$ cat src/rtl/gardner_ted_pkg.sv
// Shared definitions for the N-lane Gardner timing-error detector.
// Optional feature macro: GARDNER_TED_SAT_EN (saturating output word).
package gardner_ted_pkg;

  localparam int MaxChannels = 4;

  // Arming state: FILL until every lane's delay line holds one symbol of samples
  typedef enum logic {
    FILL,
    RUN
  } ted_state_t;

  // Output width that holds the accumulated error without loss
  function automatic int ted_out_width(input int il, input int nch, input int acc);
    return 2 * il + 1 + $clog2(nch) + $clog2(acc);
  endfunction

endpackage

$ cat src/rtl/gardner_ted_lane.sv
// One Gardner lane: half/full-symbol delay line, difference and registered
// product. diff/mid are captured from the pre-shift taps on every accepted
// sample; the product follows one clock later.
module gardner_ted_lane
  import gardner_ted_pkg::*;
#(
  parameter int SamplesPerSymbol = 4,
  parameter int InputLengthBits  = 12
) (
  input  logic                           clk,
  input  logic                           rst_n,
  input  logic signed [InputLengthBits-1:0] sample,
  input  logic                           in_valid,
  output logic        [2*InputLengthBits:0] product
);

  localparam int IL  = InputLengthBits;
  localparam int SPS = SamplesPerSymbol;

  logic signed [IL-1:0] tap_reg [SPS];
  logic signed [IL:0]   diff_reg;
  logic signed [IL-1:0] mid_reg;
  logic signed [2*IL:0] product_reg;

  // Shift the delay line and capture x[n]-x[n-SPS] and x[n-SPS/2] before the shift
  always_ff @(posedge clk or negedge rst_n) begin
    if (!rst_n) begin
      for (int i = 0; i < SPS; i++) tap_reg[i] <= '0;
      diff_reg <= '0;
      mid_reg  <= '0;
    end else if (in_valid) begin
      diff_reg   <= (IL+1)'(sample) - (IL+1)'(tap_reg[SPS-1]);
      mid_reg    <= tap_reg[SPS/2-1];
      tap_reg[0] <= sample;
      for (int i = 1; i < SPS; i++) tap_reg[i] <= tap_reg[i-1];
    end
  end

  // Stage-1 product register; full precision, no rounding
  always_ff @(posedge clk or negedge rst_n) begin
    if (!rst_n) begin
      product_reg <= '0;
    end else begin
      product_reg <= (2*IL+1)'(diff_reg) * (2*IL+1)'(mid_reg);
    end
  end

  assign product = product_reg;

endmodule

$ cat src/rtl/gardner_ted_nch.sv
// N-lane Gardner timing-error detector with symbol accumulation and a
// ready/valid output. Optional feature macro: GARDNER_TED_SAT_EN, which lifts
// the output width requirement and saturates each loaded word instead.
module gardner_ted_nch
  import gardner_ted_pkg::*;
#(
  parameter int NumChannels      = 2,
  parameter int SamplesPerSymbol = 4,
  parameter int InputLengthBits  = 12,
  parameter int AccumSymbols     = 1,
  parameter int OutputLengthBits = 26
) (
  input  logic                                    clk,
  input  logic                                    rst_n,
  input  logic [NumChannels*InputLengthBits-1:0] in,
  input  logic                                    in_valid,
  input  logic                                    trigger,
  output logic [OutputLengthBits-1:0]             out,
  output logic                                    out_valid,
  input  logic                                    out_ready,
  output logic                                    overrun
);

  localparam int IL = InputLengthBits;
  localparam int PW = 2 * IL + 1;                      // per-lane product
  localparam int SW = PW + $clog2(NumChannels);        // lane sum
  localparam int AW = SW + $clog2(AccumSymbols);       // accumulator
  localparam int OW = OutputLengthBits;
  localparam int XW = (OW > AW) ? OW : AW;             // common width for output formatting
  localparam int CW = $clog2(AccumSymbols + 1);
  localparam int FW = $clog2(SamplesPerSymbol + 1);

  // Elaboration-time parameter checks
  if ((SamplesPerSymbol % 2) != 0 || SamplesPerSymbol < 2) begin : g_bad_sps
    $error("gardner_ted_nch: SamplesPerSymbol must be even and >= 2");
  end
  if (NumChannels < 1 || NumChannels > MaxChannels) begin : g_bad_nch
    $error("gardner_ted_nch: NumChannels must be 1..4");
  end
  if (AccumSymbols < 1 || AccumSymbols > 256) begin : g_bad_acc
    $error("gardner_ted_nch: AccumSymbols must be 1..256");
  end
`ifndef GARDNER_TED_SAT_EN
  if (OW < ted_out_width(IL, NumChannels, AccumSymbols)) begin : g_bad_ow
    $error("gardner_ted_nch: OutputLengthBits too narrow for lossless accumulation");
  end
`endif

  logic [NumChannels-1:0][PW-1:0] lane_product;

  for (genvar gi = 0; gi < NumChannels; gi++) begin : g_lane
    gardner_ted_lane #(
      .SamplesPerSymbol(SamplesPerSymbol),
      .InputLengthBits (InputLengthBits)
    ) u_lane (
      .clk     (clk),
      .rst_n   (rst_n),
      .sample  (in[gi*IL +: IL]),
      .in_valid(in_valid),
      .product (lane_product[gi])
    );
  end

  ted_state_t           state_reg, state_next;
  logic [FW-1:0]        fill_cnt_reg, fill_cnt_next;
  logic                 fire;
  logic                 fire_s1_reg, fire_s2_reg;
  logic signed [AW-1:0] acc_reg;
  logic [CW-1:0]        sym_cnt_reg;
  logic [OW-1:0]        out_reg;
  logic                 out_valid_reg, overrun_reg;
  logic signed [SW-1:0] lane_sum;
  logic signed [AW-1:0] sum_next;
  logic signed [XW-1:0] sum_ext;
  logic [OW-1:0]        word;
  logic                 word_done;

  // Fill counter and arming state register
  always_ff @(posedge clk or negedge rst_n) begin
    if (!rst_n) begin
      state_reg    <= FILL;
      fill_cnt_reg <= '0;
    end else begin
      state_reg    <= state_next;
      fill_cnt_reg <= fill_cnt_next;
    end
  end

  // Arm once a full symbol of samples is buffered; fire only on valid on-time samples
  always_comb begin
    state_next    = state_reg;
    fill_cnt_next = fill_cnt_reg;
    fire          = 1'b0;
    case (state_reg)
      FILL: begin
        if (in_valid) begin
          fill_cnt_next = fill_cnt_reg + FW'(1);
          if (fill_cnt_reg == FW'(SamplesPerSymbol - 1)) state_next = RUN;
        end
      end
      RUN: begin
        fire = in_valid && trigger;
      end
      default: state_next = FILL;
    endcase
  end

  // Sum the lanes, add to the running accumulator and format the output word
  always_comb begin
    lane_sum = '0;
    for (int k = 0; k < NumChannels; k++) lane_sum += SW'(signed'(lane_product[k]));
    sum_next  = acc_reg + AW'(lane_sum);
    word_done = fire_s2_reg && (sym_cnt_reg == CW'(AccumSymbols - 1));
    sum_ext   = XW'(sum_next);
    word      = sum_ext[OW-1:0];
`ifdef GARDNER_TED_SAT_EN
    if (!((&sum_ext[XW-1:OW-1]) || !(|sum_ext[XW-1:OW-1])))
      word = sum_ext[XW-1] ? {1'b1, {(OW-1){1'b0}}} : {1'b0, {(OW-1){1'b1}}};
`endif
  end

  // Fire pipeline, accumulator and symbol counter
  always_ff @(posedge clk or negedge rst_n) begin
    if (!rst_n) begin
      fire_s1_reg <= 1'b0;
      fire_s2_reg <= 1'b0;
      acc_reg     <= '0;
      sym_cnt_reg <= '0;
    end else begin
      fire_s1_reg <= fire;
      fire_s2_reg <= fire_s1_reg;
      if (fire_s2_reg) begin
        if (word_done) begin
          acc_reg     <= '0;
          sym_cnt_reg <= '0;
        end else begin
          acc_reg     <= sum_next;
          sym_cnt_reg <= sym_cnt_reg + CW'(1);
        end
      end
    end
  end

  // Output register with ready/valid handshake; a word arriving while blocked is dropped
  always_ff @(posedge clk or negedge rst_n) begin
    if (!rst_n) begin
      out_reg       <= '0;
      out_valid_reg <= 1'b0;
      overrun_reg   <= 1'b0;
    end else begin
      if (word_done && (!out_valid_reg || out_ready)) begin
        out_reg       <= word;
        out_valid_reg <= 1'b1;
      end else begin
        if (word_done) overrun_reg <= 1'b1;
        if (out_valid_reg && out_ready) out_valid_reg <= 1'b0;
      end
    end
  end

  assign out       = out_reg;
  assign out_valid = out_valid_reg;
  assign overrun   = overrun_reg;

endmodule
$ cat config.mk
export PLATFORM = sky130hd
export DESIGN_NAME = gardner_ted_nch
export DESIGN_NICKNAME = d
export VERILOG_FILES = /design/src/rtl/gardner_ted_pkg.sv /design/src/rtl/gardner_ted_lane.sv /design/src/rtl/gardner_ted_nch.sv
export SDC_FILE = /design/constraint.sdc
export NUM_CORES = 1
export LEC_CHECK = 0
export BUFFER_PORTS_ARGS = -buffer_cell sky130_fd_sc_hd__buf_2
export CELL_PAD_IN_SITES_DETAIL_PLACEMENT = 0
export CELL_PAD_IN_SITES_GLOBAL_PLACEMENT = 1
export CORE_ASPECT_RATIO = 1.25
export CORE_UTILIZATION = 45
export DETAILED_ROUTE_END_ITERATION = 16
export MAX_ROUTING_LAYER = met4
export PLACE_DENSITY = 0.74
export SETUP_SLACK_MARGIN = 0.4
export SLEW_MARGIN = 20
export SYNTH_ARGS = -nofsm -noshare
export SYNTH_HDL_FRONTEND = slang
export SYNTH_SLANG_ARGS = --single-unit
$ cat constraint.sdc
create_clock -name clk -period 13.3 [get_ports clk]
set_input_delay 1.33 -clock clk [delete_from_list [all_inputs] [get_ports clk]]
set_output_delay 1.33 -clock clk [all_outputs]
set_load 0.005 [all_outputs]
==> summary.txt <==
Final layout
  – Fill cell count: 4,503
  – Antenna fix cells: 0
  – Synthesis-to-finish area growth: 7.55%
  – Layout cells sized above 1: 9.38%
  – Net count, final: 2,709
  – Largest register FFs: 84

Synth
  – Syn_area_per_cell: 10.1 um2
  – Warning count from the yosys run: 0
  – Top-count cell post-synth: inv_1
  – Post-synth top area share: 29.4%
  – Top area cells in the synthesized netlist: fa_1 (29%), dfrtp_1 (26%), ha_1 (8.8%), inv_1 (7.2%), nand2_1 (5.0%)
  – Mapped Area: 0.0221 mm2
  – Largest area contributor in the synthesized netlist: fa_1
  – Cells after synthesis: 2,193
  – Synthesized flop and latch total: 233
  – Library cells used by synthesis: 66
  – Seq/Total Area, Yosys: 26.4%
  – EDFF count, synth: 0
  – Top cells by instance count after synthesis: inv_1 (423), fa_1 (324), nand2_1 (293), dfrtp_1 (233), ha_1 (156)
  – Post-synth ARST share: 100%
  – Synth Flop Type: dfrtp_1
  – Syn Nets: 2,702

Setup path
  – Crit path max fanout: 15
  – Critical path startpoint: g_lane[0].u_lane.mid_reg[6]
  – Worst setup path class: flip-flop to flip-flop
  – R2R depth: 18
  – Worst path arrival time: 6.25 ns
  – Flop-to-flop setup slack: 7.47 ns
  – R2R Path End: g_lane[0].u_lane.product[24]
  – Crit path required time: 13.73 ns
  – CP endpoint kind: flip-flop
  – CP startpoint kind: flip-flop
  – Crit path to: g_lane[0].u_lane.product[24]
  – Worst r2r src: g_lane[0].u_lane.mid_reg[6]

GRT
  – Vias in the first global route: 15,500
  – GRT Util Overall: 20.1%
  – First-pass GRT wire length: 78,900 um
  – Largest net degree at the start of global routing: 110
  – Initial antenna violation count: 1
  – Grt ovf: 0

Job
  – Total of max-cap violations: 0

Min path
  – HP Class: flip-flop to flip-flop

Clocking
  – CTS hold repair buffers: 0
  – Post-cts repair resize count: 0
  – Clk root buf: clkbuf_16
  – Skew-Pair Late Insertion Delay: 0.56 ns
  – Clock sink count: 233
  – CTS tree: built
  – Postcts setup bufs: 0
  – Worst-path clk slew: 0.06 ns
  – Number of CTS-inserted buffers: 25
  – CTS Buffer Depth: 3
  – CTS H-Tree Depth: 1

Place
  – Global placement routability congestion: 0.858
  – Port Buf Inserts: 56
  – HPWL Detailed: 36,700 um

Floorplan
  – Num rows: 90
  – Die Y-Extent: 250 um
  – Initial core utilization: 45.7%
  – Total Die Area: 0.0500 mm2
  – Core Area: 0.0483 mm2
  – Die X: 200 um
  – Ports: 57

STA
  – Hold Fails Final Rpt: 0
  – Clk_skew: 0.0206 ns
  – Fmax achieved: 172 MHz
  – Max-slew violation count: 0
  – Final TNS setup: 0 ns
  – Fin crit share: 43.8%
  – Rel. slew slack: 38.4%
  – Worst-Margin Slew: 0.924 ns
  – Final setup fails: 0
  – Minimum clock period: 5.83 ns
  – RSZ-0062 raised after global routing: false

Routing
  – WL/cell: 16.2 um
  – Initial DRT Pass Iterations: 6
  – Via density: 5.06
  – Drc violations: 0
  – Via count: 14,500
  – Aggregate routed wire length: 46,400 um
  – Post-DRT Antenna Nets: 0
  – Initial drt markers: 571

Status
  – Run status: finished, final reports clean
==> per-layer routing <==
layer	vias up	wire [um]	global-route usage (%)
met5	-	0	-
met4	0	1080	5.45
met3	58	2020	2.78
met2	273	22400	32.2
met1	7304	20900	26.9
li1	6840	-	-
==> kinds of logic (layout without fill, tap and decap cells) <==
group                      after synthesis  after routing  share of synthesized area (%)
xor gates and xnor gates                85             85                           3.37
adders and majority gates              480            480                           38.2
and+or+nand+nor                        550            550                           11.5
muxes                                   88             88                           4.49
DFF                                    233            233                           26.4
AOI/OAI and AO/OA                      254            254                           7.53
buffers and inverters                  503            528                           8.55
==> cells in the final DEF, fill, tap and decap left out, types with 5 or more instances in the layout <==
master and count:
inv_1 423, fa_1 324, nand2_1 293, dfrtp_1 233
ha_1 156, mux2_2 86, and2_1 80, nor2_1 71
o21ai_0 70, xnor2_1 65, a21oi_1 60, buf_2 54
clkbuf_16 25, nor3_1 20, xor2_1 20, o2bb2ai_1 19
nand3_1 18, a21o_1 17, nor2b_1 15, nand2b_1 14
o21a_1 12, o31ai_1 10, or3_1 8, a211oi_1 7
o21ai_1 7, o21bai_1 6, o211ai_1 6, or2_2 6
clkbuf_8 6, and3_1 5, buf_4 5
==> final cells by class <==
class                   instances  area, um2  area share [%]
multi-input cells            1457      14400            60.5
repair buffers                 60        323            1.36
well taps                     644        806            3.39
clock buffers                  35        723            3.04
flip-flops and latches        233       5830            24.5
clock inverters                10        116           0.490
inverters                     423       1590            6.68
==> critical path: stages, from the launching register on <==
cell	delay, ns
dfrtp_1	0.60
and2_1	0.29
fa_1	0.55
inv_1	0.07
fa_1	0.54
inv_1	0.05
fa_1	0.45
fa_1	0.49
inv_1	0.05
fa_1	0.47
inv_1	0.04
ha_1	0.20
or4_1	0.50
o22ai_1	0.37
o21bai_1	0.22
o21ai_1	0.21
o211a_1	0.22
a21oi_1	0.08
xnor2_1	0.31
==> how the worst min path moves through the flow <==
stage                 from     endpoint  slack, ns  cells past startpoint
3_5_place_dp       overrun      overrun       0.46                      2
5_1_grt            out[14]      out[14]       0.48                      2
4_1_cts            overrun      overrun       0.48                      2
6_report           out[10]      out[10]       0.47                      2
3_3_place_gp     state_reg    state_reg       0.45                      1
2_1_floorplan  fire_s1_reg  fire_s2_reg       0.33                      0
==> metrics by stage <==
| stage | cell area (um2) | util, % | hold WS, ns | worst slack [ns] | instances |
|---|---|---|---|---|---|
| 2_1_floorplan | 22100 | - | 0.331 | 7.97 | 2193 |
| 3_3_place_gp | 22900 | 47.4 | 0.452 | 7.51 | 2817 |
| 3_5_place_dp | 22900 | 47.4 | 0.462 | 7.48 | 2817 |
| 4_1_cts | 23800 | 49.2 | 0.479 | 7.47 | 2862 |
| 5_1_grt | 23800 | 49.2 | 0.484 | 7.21 | 2862 |
| 6_report | 23800 | 49.2 | 0.471 | 7.47 | 2862 |
Power is left out: the tool's default activity adds up to more than one toggle a clock period on the data nets, which glitch-free logic cannot reach.
